**config.mk**
```make
export PLATFORM = sky130hd
export DESIGN_NAME = text_console_writer_flat
export DESIGN_NICKNAME = d
export VERILOG_FILES = /design/src/rtl/console_pkg.sv /design/src/rtl/text_console_writer_if.sv /design/src/rtl/text_console_writer_cell_clear_counter.sv /design/src/rtl/text_console_writer.sv /design/src/flat_wrapper.sv
export SDC_FILE = /design/constraint.sdc
export NUM_CORES = 1
export LEC_CHECK = 0
export ABC_AREA = 1
export BUFFER_PORTS_ARGS = -buffer_cell sky130_fd_sc_hd__clkbuf_2
export CORE_ASPECT_RATIO = 2
export CORE_UTILIZATION = 30
export CTS_CLUSTER_SIZE = 20
export DETAILED_ROUTE_END_ITERATION = 10
export SKIP_LAST_GASP = 1
export SLEW_MARGIN = 20
export SYNTH_ARGS = -nofsm -noshare
export SYNTH_HDL_FRONTEND = slang
export SYNTH_HIERARCHICAL = 1
export SYNTH_SLANG_ARGS = --single-unit
```
**constraint.sdc**
```tcl
create_clock -name clock -period 3.8 [get_ports clock]
set_input_delay 0.38 -clock clock [delete_from_list [all_inputs] [get_ports clock]]
set_output_delay 0.38 -clock clock [all_outputs]
set_load 0.1 [all_outputs]
```
**src/rtl/console_pkg.sv**
```systemverilog
// Shared constants, state encoding and address packing for the text console
// writer and the character-cell video generator.
package console_pkg;

  localparam int COLUMNS    = 48;
  localparam int ROWS       = 32;
  localparam int CHAR_WIDTH = 7;
  localparam int COL_W      = 6;
  localparam int ROW_W      = 5;
  localparam int ADDR_W     = ROW_W + COL_W;

  localparam logic [CHAR_WIDTH-1:0] BLANK_CHAR = 7'h20;
  localparam logic [CHAR_WIDTH-1:0] LF         = 7'h0A;
  localparam logic [CHAR_WIDTH-1:0] CR         = 7'h0D;
  localparam logic [CHAR_WIDTH-1:0] BS         = 7'h08;
  localparam logic [CHAR_WIDTH-1:0] FF         = 7'h0C;

  typedef enum logic [1:0] {
    CLEAR_ALL,
    IDLE,
    CLEAR_LINE
  } state_t;

  function automatic logic [ADDR_W-1:0] pack_addr(input logic [ROW_W-1:0] row,
                                                  input logic [COL_W-1:0] col);
    return {row, col};
  endfunction

endpackage

```
**src/rtl/text_console_writer_if.sv**
```systemverilog
// Character stream handshake plus character-table write port.
// master = character producer / table owner side, slave = console writer.
interface text_console_writer_if;
  import console_pkg::*;

  logic                  char_valid;
  logic [CHAR_WIDTH-1:0] char_data;
  logic                  char_ready;
  logic                  write_enable;
  logic [ADDR_W-1:0]     write_address;
  logic [CHAR_WIDTH-1:0] write_data;

  modport master (
    output char_valid, char_data,
    input  char_ready, write_enable, write_address, write_data
  );

  modport slave (
    input  char_valid, char_data,
    output char_ready, write_enable, write_address, write_data
  );

endinterface

```
**src/rtl/text_console_writer_cell_clear_counter.sv**
```systemverilog
// Row-major cell sweep used by full-screen and single-line clears; last flags
// the final cell of the current sweep.
module text_console_writer_cell_clear_counter
  import console_pkg::*;
(
  input  logic             clock,
  input  logic             reset_n,
  input  logic             clear,
  input  logic             step,
  input  logic             line_mode,
  output logic [ROW_W-1:0] row,
  output logic [COL_W-1:0] col,
  output logic             last
);

  assign last = (col == COL_W'(COLUMNS - 1)) && (line_mode || row == ROW_W'(ROWS - 1));

  // NOTE: sequential state uses non-blocking assignments so every register
  // samples pre-edge values regardless of statement order.
  always_ff @(posedge clock) begin
    if (!reset_n || clear) begin
      row <= '0;
      col <= '0;
    end else if (step) begin
      if (last) begin
        row <= '0;
        col <= '0;
      end else if (col == COL_W'(COLUMNS - 1)) begin
        col <= '0;
        row <= row + 1'b1;
      end else begin
        col <= col + 1'b1;
      end
    end
  end

endmodule

```
**src/rtl/text_console_writer.sv**
```systemverilog
// Cursor-driven writer into the 48x32 character table with hardware scroll.
// Optional build macro: FORM_FEED_EN (0x0C homes the cursor and clears all).
module text_console_writer
  import console_pkg::*;
(
  input  logic                  clock,
  input  logic                  reset_n,
  text_console_writer_if.slave  bus,
  output logic [ROW_W-1:0]      top_row,
  output logic [COL_W-1:0]      cursor_col,
  output logic [ROW_W-1:0]      cursor_row
);

  state_t           state;
  logic [ROW_W-1:0] cnt_row;
  logic [COL_W-1:0] cnt_col;
  logic             cnt_last;
  logic             transfer;
  logic [ROW_W-1:0] phys_row;

  logic                  dec_write;
  logic [COL_W-1:0]      dec_col;
  logic [CHAR_WIDTH-1:0] dec_data;
  logic [COL_W-1:0]      nxt_col;
  logic                  dec_newline;
`ifdef FORM_FEED_EN
  logic                  dec_ff;
`endif

  text_console_writer_cell_clear_counter u_counter (
    .clock     (clock),
    .reset_n   (reset_n),
    .clear     (state == IDLE),
    .step      (state != IDLE),
    .line_mode (state == CLEAR_LINE),
    .row       (cnt_row),
    .col       (cnt_col),
    .last      (cnt_last)
  );

  assign transfer = (state == IDLE) && bus.char_valid && bus.char_ready;
  assign phys_row = top_row + cursor_row;  // natural 5-bit wrap

  // NOTE: every combinational output gets a default first so no path through
  // the decode can leave a value held, which would infer a latch.
  always_comb begin
    dec_write   = 1'b0;
    dec_col     = cursor_col;
    dec_data    = bus.char_data;
    nxt_col     = cursor_col;
    dec_newline = 1'b0;
`ifdef FORM_FEED_EN
    dec_ff      = 1'b0;
`endif
    if (bus.char_data >= 7'h20 && bus.char_data <= 7'h7E) begin
      dec_write = 1'b1;
      if (cursor_col == COL_W'(COLUMNS - 1)) begin
        nxt_col     = '0;
        dec_newline = 1'b1;
      end else begin
        nxt_col = cursor_col + 1'b1;
      end
    end else begin
      case (bus.char_data)
        LF: dec_newline = 1'b1;
        CR: nxt_col = '0;
        BS: begin
          if (cursor_col != '0) begin
            nxt_col   = cursor_col - 1'b1;
            dec_col   = cursor_col - 1'b1;
            dec_data  = BLANK_CHAR;
            dec_write = 1'b1;
          end
        end
        FF: begin
`ifdef FORM_FEED_EN
          dec_ff = 1'b1;
`endif
        end
        default: ;
      endcase
    end
  end

  // The table itself lives in the video generator; only the write port and
  // cursor/scroll registers are reset here.
  always_ff @(posedge clock) begin
    if (!reset_n) begin
      state             <= CLEAR_ALL;
      bus.char_ready    <= 1'b0;
      bus.write_enable  <= 1'b0;
      bus.write_address <= '0;
      bus.write_data    <= '0;
      top_row           <= '0;
      cursor_col        <= '0;
      cursor_row        <= '0;
    end else begin
      bus.write_enable <= 1'b0;
      case (state)
        CLEAR_ALL: begin
          bus.write_enable  <= 1'b1;
          bus.write_address <= pack_addr(cnt_row, cnt_col);
          bus.write_data    <= BLANK_CHAR;
          if (cnt_last) state <= IDLE;
        end
        IDLE: begin
          bus.char_ready <= 1'b1;
          if (transfer) begin
            if (dec_write) begin
              bus.write_enable  <= 1'b1;
              bus.write_address <= pack_addr(phys_row, dec_col);
              bus.write_data    <= dec_data;
            end
            cursor_col <= nxt_col;
`ifdef FORM_FEED_EN
            if (dec_ff) begin
              cursor_col     <= '0;
              cursor_row     <= '0;
              top_row        <= '0;
              bus.char_ready <= 1'b0;
              state          <= CLEAR_ALL;
            end else
`endif
            if (dec_newline) begin
              if (cursor_row != ROW_W'(ROWS - 1)) begin
                cursor_row <= cursor_row + 1'b1;
              end else begin
                // Recycle the old top row as the new bottom row.
                bus.char_ready <= 1'b0;
                state          <= CLEAR_LINE;
              end
            end
          end
        end
        CLEAR_LINE: begin
          bus.write_enable  <= 1'b1;
          bus.write_address <= pack_addr(top_row, cnt_col);
          bus.write_data    <= BLANK_CHAR;
          if (cnt_last) begin
            top_row <= top_row + 1'b1;
            state   <= IDLE;
          end
        end
        default: state <= CLEAR_ALL;
      endcase
    end
  end

endmodule
```
**src/flat_wrapper.sv**
```systemverilog
// flat-port wrapper written by rule: the top's interface ports become plain ports
module text_console_writer_flat import console_pkg::*;
  (clock, reset_n, top_row, cursor_col, cursor_row, bus_char_valid, bus_char_data, bus_char_ready, bus_write_enable, bus_write_address, bus_write_data);
  text_console_writer_if bus_i ();
  input  logic clock;
  input  logic reset_n;
  output logic [ROW_W-1:0] top_row;
  output logic [COL_W-1:0] cursor_col;
  output logic [ROW_W-1:0] cursor_row;
  input wire logic [$bits(bus_i.char_valid)-1:0] bus_char_valid;
  input wire logic [$bits(bus_i.char_data)-1:0] bus_char_data;
  output wire logic [$bits(bus_i.char_ready)-1:0] bus_char_ready;
  output wire logic [$bits(bus_i.write_enable)-1:0] bus_write_enable;
  output wire logic [$bits(bus_i.write_address)-1:0] bus_write_address;
  output wire logic [$bits(bus_i.write_data)-1:0] bus_write_data;
  assign bus_i.char_valid = bus_char_valid;
  assign bus_i.char_data = bus_char_data;
  assign bus_char_ready = bus_i.char_ready;
  assign bus_write_enable = bus_i.write_enable;
  assign bus_write_address = bus_i.write_address;
  assign bus_write_data = bus_i.write_data;
  text_console_writer u_core (.clock(clock), .reset_n(reset_n), .bus(bus_i), .top_row(top_row), .cursor_col(cursor_col), .cursor_row(cursor_row));
endmodule
```
==> run_results.csv, run 1 <==
group,metric,value,unit
status,status,"complete, no violations",
grt,antenna_found_initial,0,
logic_synthesis,yosysSeqAreaShare,30.7,%
route,drtIter0Drc,171,
logic_synthesis,syn_area_per_cell,6.65,um^2
timing,rsz0062_at_grt,"false",
die,rows,53,
power,finalPower,1.88,mW
timing,slew_headroom,55.9,%
timing,fmax,461,MHz
power,p_leak,1.71,nW
cts,cts_buffer_depth,2,
worst_hold_path,hold_path.class,"input pin to flip-flop",
cts,postCtsSetupRepairBufs,0,
logic_synthesis,synth_fp_nets,511,
setup_path,endpoint_kind,"flip-flop",
logic_synthesis,synth-seq-cells,49,
place,numPortBuffers,45,
grt,grt_pass1_wl,13800,um
logic_synthesis,yosysUniqueCellTypes,38,
route,vias_per_cell,4.81,
logic_synthesis,synth_edf_count,0,
logic_synthesis,synth_warnings,6,
timing,maxSlewViolCount,0,
cts,cts_sinks,49,
grt,grt_overflow,0,
grt,grt_util_all_layers,16.5,%
grt,grt_max_degree,22,
power,irDropWorstVdd,0.217,mV
cells_and_area,drive_above_1_share,15.4,%
place,dp_hpwl,6770,um
setup_path,crit_fanout,19,
power,cellPowerDensity,509,nW/um^2
logic_synthesis,synthArstFlopShare,0,%
timing,tightest_slew,658,ps
timing,period_needed,2170,ps
place,place.gp.congestion,0.919,
cells_and_area,syn_to_final_growth,15.3,%
grt,grt_pass1_vias,3089,
cts,cts_tree,"built",
route,wl,8750,um
cts,ctsRootBufferMaster,"clkbuf_16",
route,route.vias.total,3190,
logic_synthesis,synthFlopType,"dfxtp_1",
die,core_area,10400,um^2
timing,setup_viol,0,
route,wl_per_cell,13.2,um
cells_and_area,diodes,0,
die,start_util,30.7,%
timing,final.setup_skew,8.09,ps
die,die_h,148,um
setup_path,critPathLaunchType,"flip-flop",
timing,post-route-period-util,57.1,%
cts,numCtsBuffers,5,
setup_path,cp.required,4000,ps
cells_and_area,nNetsFinal,555,
timing,setup_tns,0,ps
cts,clk_pin_slew,70,ps
cts,cts_resized,0,
run,max-cap-violations,0,
timing,final_hold_viol_count,0,
die,ioPinCount,46,
logic_synthesis,synth_area,3200,um^2
die,dieArea,11100,um^2
route,drt_first_pass_iters,6,
route,postRouteAntennaNets,0,
setup_path,critPathKind,"flip-flop to flip-flop",
cts,cts.htree.levels,2,
setup_path,worstPathArrival,2370,ps
cts,ctsHoldBuffers,0,
cts,clock_latency,300,ps
die,dieWidth,75.0,um
logic_synthesis,synthCells,481,
route,drc,0,
## cell families after synthesis
kind of cell | synth area share (%)
AO/OA/AOI/OAI | 7.82
XOR/XNOR | 3.01
adder cells (fa/ha/maj) | 8.06
buffers and inverters | 8.25
flip-flops | 30.7
AND/OR/NAND/NOR | 42.2
## final timing paths
check / from / to / slack [ps] / depth (start not counted)
max: u_core/state[1] / u_core/cursor_col[5] / 1630 / 7
min: bus_char_data[6] / u_core/bus.write_data[6] / 370 / 3
max reg2reg: u_core/state[1] / u_core/cursor_col[5] / 1630 / 7
min reg2reg: u_core/bus.write_data[0] / u_core/bus.write_data[0] / 470 / 2
## metal layers
layer  wire (um)  global-route usage [%]  up-vias
met1        3240                    15.5     1482
met2        5070                    32.7       66
met5           0                       0        -
li1            -                       -     1629
met4         206                    8.02        0
met3         222                    1.91       13
## cell usage after synthesis, types with 2 or more instances
library cell | instances | area share [%]
a21oi_1 | 29 | 4.5
buf_2 | 3 | 0.47
buf_6 | 2 | 0.70
clkinv_1 | 3 | 0.35
dfxtp_1 | 49 | 31
ha_1 | 19 | 7.4
inv_1 | 51 | 6.0
inv_2 | 2 | 0.23
nand2_1 | 135 | 16
nand2_2 | 3 | 0.59
nand2_4 | 2 | 0.70
nand3_1 | 34 | 5.3
nand3_2 | 4 | 1.3
nand3_4 | 4 | 2.2
nand4_1 | 16 | 3.1
nor2_1 | 67 | 7.9
nor2_2 | 5 | 0.98
nor2_4 | 3 | 1.1
nor3_1 | 8 | 1.3
nor3b_1 | 3 | 0.70
o21ai_0 | 10 | 1.6
o21ai_1 | 2 | 0.31
o22ai_1 | 2 | 0.39
or2_2 | 2 | 0.39
xnor2_1 | 3 | 0.82
xor2_1 | 8 | 2.2
## sequential cells by signal, summed over array words and instances (netlist names), 2 cells and up
signal                    flops
u_core/bus.write_address     11
u_core/bus.write_data         7
u_core/cursor_col             6
u_core/cursor_row             5
u_core/state                  2
u_core/top_row                5
u_core/u_counter/col          6
u_core/u_counter/row          5
## cell usage in the layout (no fill, tap or decap), types with 2 or more instances in the layout
| cell type | n |
|---|---|
| nand2_1 | 135 |
| nand4_1 | 16 |
| nor3b_1 | 3 |
| nor2_1 | 67 |
| ha_1 | 19 |
| clkbuf_2 | 45 |
| clkinv_1 | 3 |
| xor2_1 | 8 |
| inv_1 | 51 |
| inv_2 | 2 |
| or2_2 | 2 |
| nand3_2 | 4 |
| clkbuf_16 | 5 |
| o22ai_1 | 2 |
| a21oi_1 | 29 |
| nand2_2 | 3 |
| nand3_1 | 34 |
| o21ai_1 | 2 |
| nor2_4 | 3 |
| o21ai_0 | 10 |
| nand2_4 | 2 |
| nor3_1 | 8 |
| nor2_2 | 5 |
| xnor2_1 | 3 |
| nand3_4 | 4 |
| dfxtp_1 | 49 |
## power by group
group / internal, mW / switching, mW / total, mW
clock: 0.246 / 0.214 / 0.460
sequential: 0.570 / 0.0433 / 0.613
combinational: 0.173 / 0.631 / 0.804
## final cells by class
cell class	count	area (um^2)
Clock buffer	5	125
Multi-Input combinational cell	368	1950
Tap cell	137	171
Fill cell	1156	6720
Sequential cell	49	981
Inverter	56	210
Clock inverter	3	21.3
Timing Repair Buffer	45	225
## per-stage QoR
stage               setup WS [ps]  util [%]  instance area [um^2]  hold slack (ps)  instances
floorplan                    1110         -                  3200              468        481
global placement             1630      34.0                  3540              452        655
detailed placement           1640      34.0                  3540              463        655
CTS                          1640      35.4                  3690              367        663
global route                 1490      35.4                  3690              379        663
finish                       1630      35.4                  3690              368        663
## critical path, stage by stage, from the launching register on
cell     delay (ps)
dfxtp_1         350
inv_1           120
ha_1            430
inv_2           250
nor2_2          420
nand2_2         230
nor3b_1         220
nor2_1           50
(Power assumes the default switching activity.)
==> run 2, diff against run 1 <==
--- a/config.mk
+++ b/config.mk
@@ -5,7 +5,7 @@
 export SDC_FILE = /design/constraint.sdc
 export NUM_CORES = 1
 export LEC_CHECK = 0
-export ABC_AREA = 1
+export ABC_AREA = 0
 export BUFFER_PORTS_ARGS = -buffer_cell sky130_fd_sc_hd__clkbuf_2
 export CORE_ASPECT_RATIO = 2
 export CORE_UTILIZATION = 30
==> constraint.sdc (replaced) <==
create_clock -name clock -period 1.8 [get_ports clock]
set_input_delay 0.18 -clock clock [delete_from_list [all_inputs] [get_ports clock]]
set_output_delay 0.18 -clock clock [all_outputs]
set_load 0.1 [all_outputs]
==> run_results.csv, run 2 <==
group,metric,value,unit
logic_synthesis,synthMuxAreaShare,1.42,%
cts,ctsHoldBuffers,0,
grt,grt_overflow,0,
route,drc,0,
grt,grt_max_degree,16,
setup_path,crit_buf_inv,2,
setup_path,crit_family,"simple AND/OR/NAND/NOR gates",
logic_synthesis,yosysSeqAreaShare,32.7,%
status,status,"complete, no violations",
cells_and_area,diodes,0,
worst_hold_path,min_delay_path_depth,2,
die,ioPinCount,46,
worst_hold_path,min_from,"bus_char_data[1]",
route,vias_per_cell,5.32,
setup_path,endpoint_kind,"flip-flop",
timing,rsz0062_at_grt,"true",
cts,cts.htree.levels,2,
timing,final_hold_viol_count,0,
power,sw_frac_of_total,32.1,%
logic_synthesis,yosysMostFrequentCell,"dfxtp_1",
cells_and_area,final_common_cell,"buf_4",
logic_synthesis,synthFlopType,"dfxtp_1",
power,clock_power_share,35.6,%
timing,period_needed,1760,ps
cts,ctsRootBufferMaster,"clkbuf_16",
cells_and_area,final_cells,586,
place,dp_worst_setup_slack,-43.6,ps
logic_synthesis,synth_top_area_cell,"dfxtp_1",
grt,antenna_found_initial,0,
timing,slew_headroom,63.5,%
die,dieArea,10400,um^2
place,dp_hpwl,7200,um
place,place_area,3840,um^2
die,core_area,9700,um^2
route,drt_first_pass_iters,5,
cells_and_area,design_area,4220,um^2
power,p_leak,1.67,nW
setup_path,crit_path_max_incr_delay,410,ps
cts,cts_sinks,49,
cts,cts_buffer_depth,2,
logic_synthesis,netlist.area_leader.share,32.7,%
logic_synthesis,synth_xor_xnor_area_share,3.21,%
cts,clock_latency,290,ps
setup_path,critical_path.cell_chain,"ha_2 -> buf_6 -> clkinvlp_4 -> or3_4 -> a21oi_2 -> and4b_1 -> o22ai_2",
cells_and_area,drive_above_1_share,39.4,%
place,place.gp.congestion,0.865,
route,drtIter0Drc,173,
power,comb_power_share,22.1,%
logic_synthesis,synth_edf_count,0,
power,p_int,1.85,mW
timing,final.setup_skew,7.16,ps
cells_and_area,nNetsFinal,483,
logic_synthesis,yosysUniqueCellTypes,63,
die,dieWidth,72.7,um
power,cellPowerDensity,646,nW/um^2
setup_path,critPathLaunchType,"flip-flop",
power,irDropWorstVdd,0.499,mV
timing,setup_viol,0,
grt,grt_util_all_layers,18.4,%
run,max-cap-violations,0,
die,die_h,143,um
setup_path,crit_fanout,6,
route,wl_per_cell,16.1,um
grt,grt_pass1_wl,15000,um
die,start_util,30.9,%
cells_and_area,final_cell_mix,"buf_4, clkbuf_2, dfxtp_1",
cts,numCtsBuffers,5,
cells_and_area,syn_to_final_growth,40.7,%
setup_path,critPathKind,"flip-flop to flip-flop",
logic_synthesis,synthTopCellsByArea,"dfxtp_1, ha_1, a21oi_1",
logic_synthesis,synthCells,360,
logic_synthesis,synth_commonest_cells,"dfxtp_1, nand2_1, nor2_1",
setup_path,cp.required,2020,ps
logic_synthesis,synthArstFlopShare,0,%
timing,maxSlewViolCount,0,
cells_and_area,top_regs,"u_core/bus.write_address (11), u_core/bus.write_data (7)",
worst_hold_path,min_to,"u_core/bus.write_data[1]",
timing,setup_slack,38.1,ps
power,pwr-share-seq,42.4,%
route,route.vias.total,3119,
setup_path,r2r_cells,7,
timing,fmax,568,MHz
logic_synthesis,synth-simple-area-share,25.6,%
logic_synthesis,synth_area,3000,um^2
timing,post-route-period-util,97.9,%
grt,grt_pass1_vias,3155,
logic_synthesis,synth_warnings,6,
route,wl,9460,um
worst_hold_path,hold_path.class,"input pin to flip-flop",
logic_synthesis,syn_area_per_cell,8.34,um^2
cells_and_area,largest-register,"u_core/bus.write_address",
power,power_switching,0.877,mW
logic_synthesis,synth_compound_area_share,23.9,%
setup_path,rr_endpoint,"u_core/bus.write_address[10]",
die,rows,51,
logic_synthesis,synth_fa_ha_area_share,8.59,%
setup_path,setup.reg_to_reg.worst_slack,40,ps
cts,cts_tree,"built",
cells_and_area,largest_reg_flops,11,
timing,tightest_slew,549,ps
setup_path,critPathSlowestCell,"or3_4",
setup_path,rr_startpoint,"u_core/state[0]",
route,postRouteAntennaNets,0,
cts,clk_pin_slew,70,ps
logic_synthesis,synth_top_family_by_area,"simple AND/OR/NAND/NOR gates",
logic_synthesis,synth_fp_nets,390,
place,placed_cells,566,
logic_synthesis,synth-seq-cells,49,
place,numPortBuffers,45,
setup_path,worstPathArrival,1980,ps
## run 2: cell count changes after synthesis, moves of 7 or more
cell | previous run | this run
a32o_1 | 0 | 7
nand3_1 | 34 | 17
nand4_1 | 16 | 6
and3_1 | 1 | 11
inv_1 | 51 | 15
nand2_1 | 135 | 29
clkbuf_1 | 1 | 11
nor2_1 | 67 | 27
nor3_1 | 8 | 17
## run 2: metrics by stage
step                      power, mW  util [%]  TNS [ps]  hold WS [ps]
after detailed placement       1.74      39.6      -121           435
final                          2.73      43.6         0           167
after global placement         1.73      39.6         0           434
after CTS                      2.72      41.3     -77.4           162
after global routing           2.84      43.6      -106           173
after floorplan                1.58         -      -130           306
## run 2: power groups by stage
stage / clock network (mW) / logic (mW) / registers [mW]
6_report: 0.970 / 0.602 / 1.16
5_1_grt: 1.04 / 0.637 / 1.16
4_1_cts: 1.00 / 0.564 / 1.16
3_5_place_dp: 0 / 0.555 / 1.18
3_3_place_gp: 0 / 0.546 / 1.18
2_1_floorplan: 0 / 0.212 / 1.36
## run 2: logic make-up (layout without fill, tap and decap cells)
kind of cell               after synthesis  after routing
DFF                                     49             49
muxes                                    4              4
and+or+nand+nor                        143            144
adders and majority gates               20             20
AOI/OAI and AO/OA                      101            101
xor gates and xnor gates                11             11
buffers and inverters                   32            125
## run 2: layer usage
layer  vias up  share of wire (%)  GRT usage [%]
li1       1532                  -              -
met1      1498                 36           17.4
met2        63                 58           36.9
met3        26                2.5           2.31
met5         -                  0              0
met4         0                3.9           9.29
## run 2: how the worst max path moves through the flow
| stage | from | to | slack (ps) | cells after the start |
|---|---|---|---|---|
| CTS | u_core/state[0] | u_core/bus.write_address[10] | -60 | 7 |
| finish | u_core/state[0] | u_core/bus.write_address[10] | 40 | 7 |
| global route | u_core/state[0] | u_core/bus.write_address[10] | -70 | 7 |
| global placement | u_core/u_counter/row[0] | u_core/state[0] | 20 | 7 |
| detailed placement | u_core/state[1] | u_core/u_counter/col[4] | -40 | 7 |
| floorplan | u_core/cursor_row[0] | u_core/bus.write_address[10] | -50 | 8 |
## run 2: cell type report
| type | instances | area (um^2) |
|---|---|---|
| Clock buffer | 8 | 146 |
| Fill cell | 995 | 5480 |
| Inverter | 15 | 60.1 |
| Multi-Input combinational cell | 280 | 2140 |
| Sequential cell | 49 | 1040 |
| Tap cell | 132 | 165 |
| Timing Repair Buffer | 102 | 677 |
## run 2: what timing repair did
action                                  4_1_cts  5_1_grt
pin swaps                                     2       13
gates resized for setup                       6       25
endpoints found under the setup margin        7       29
gates cloned                                  0        1
buffers inserted                              0       11
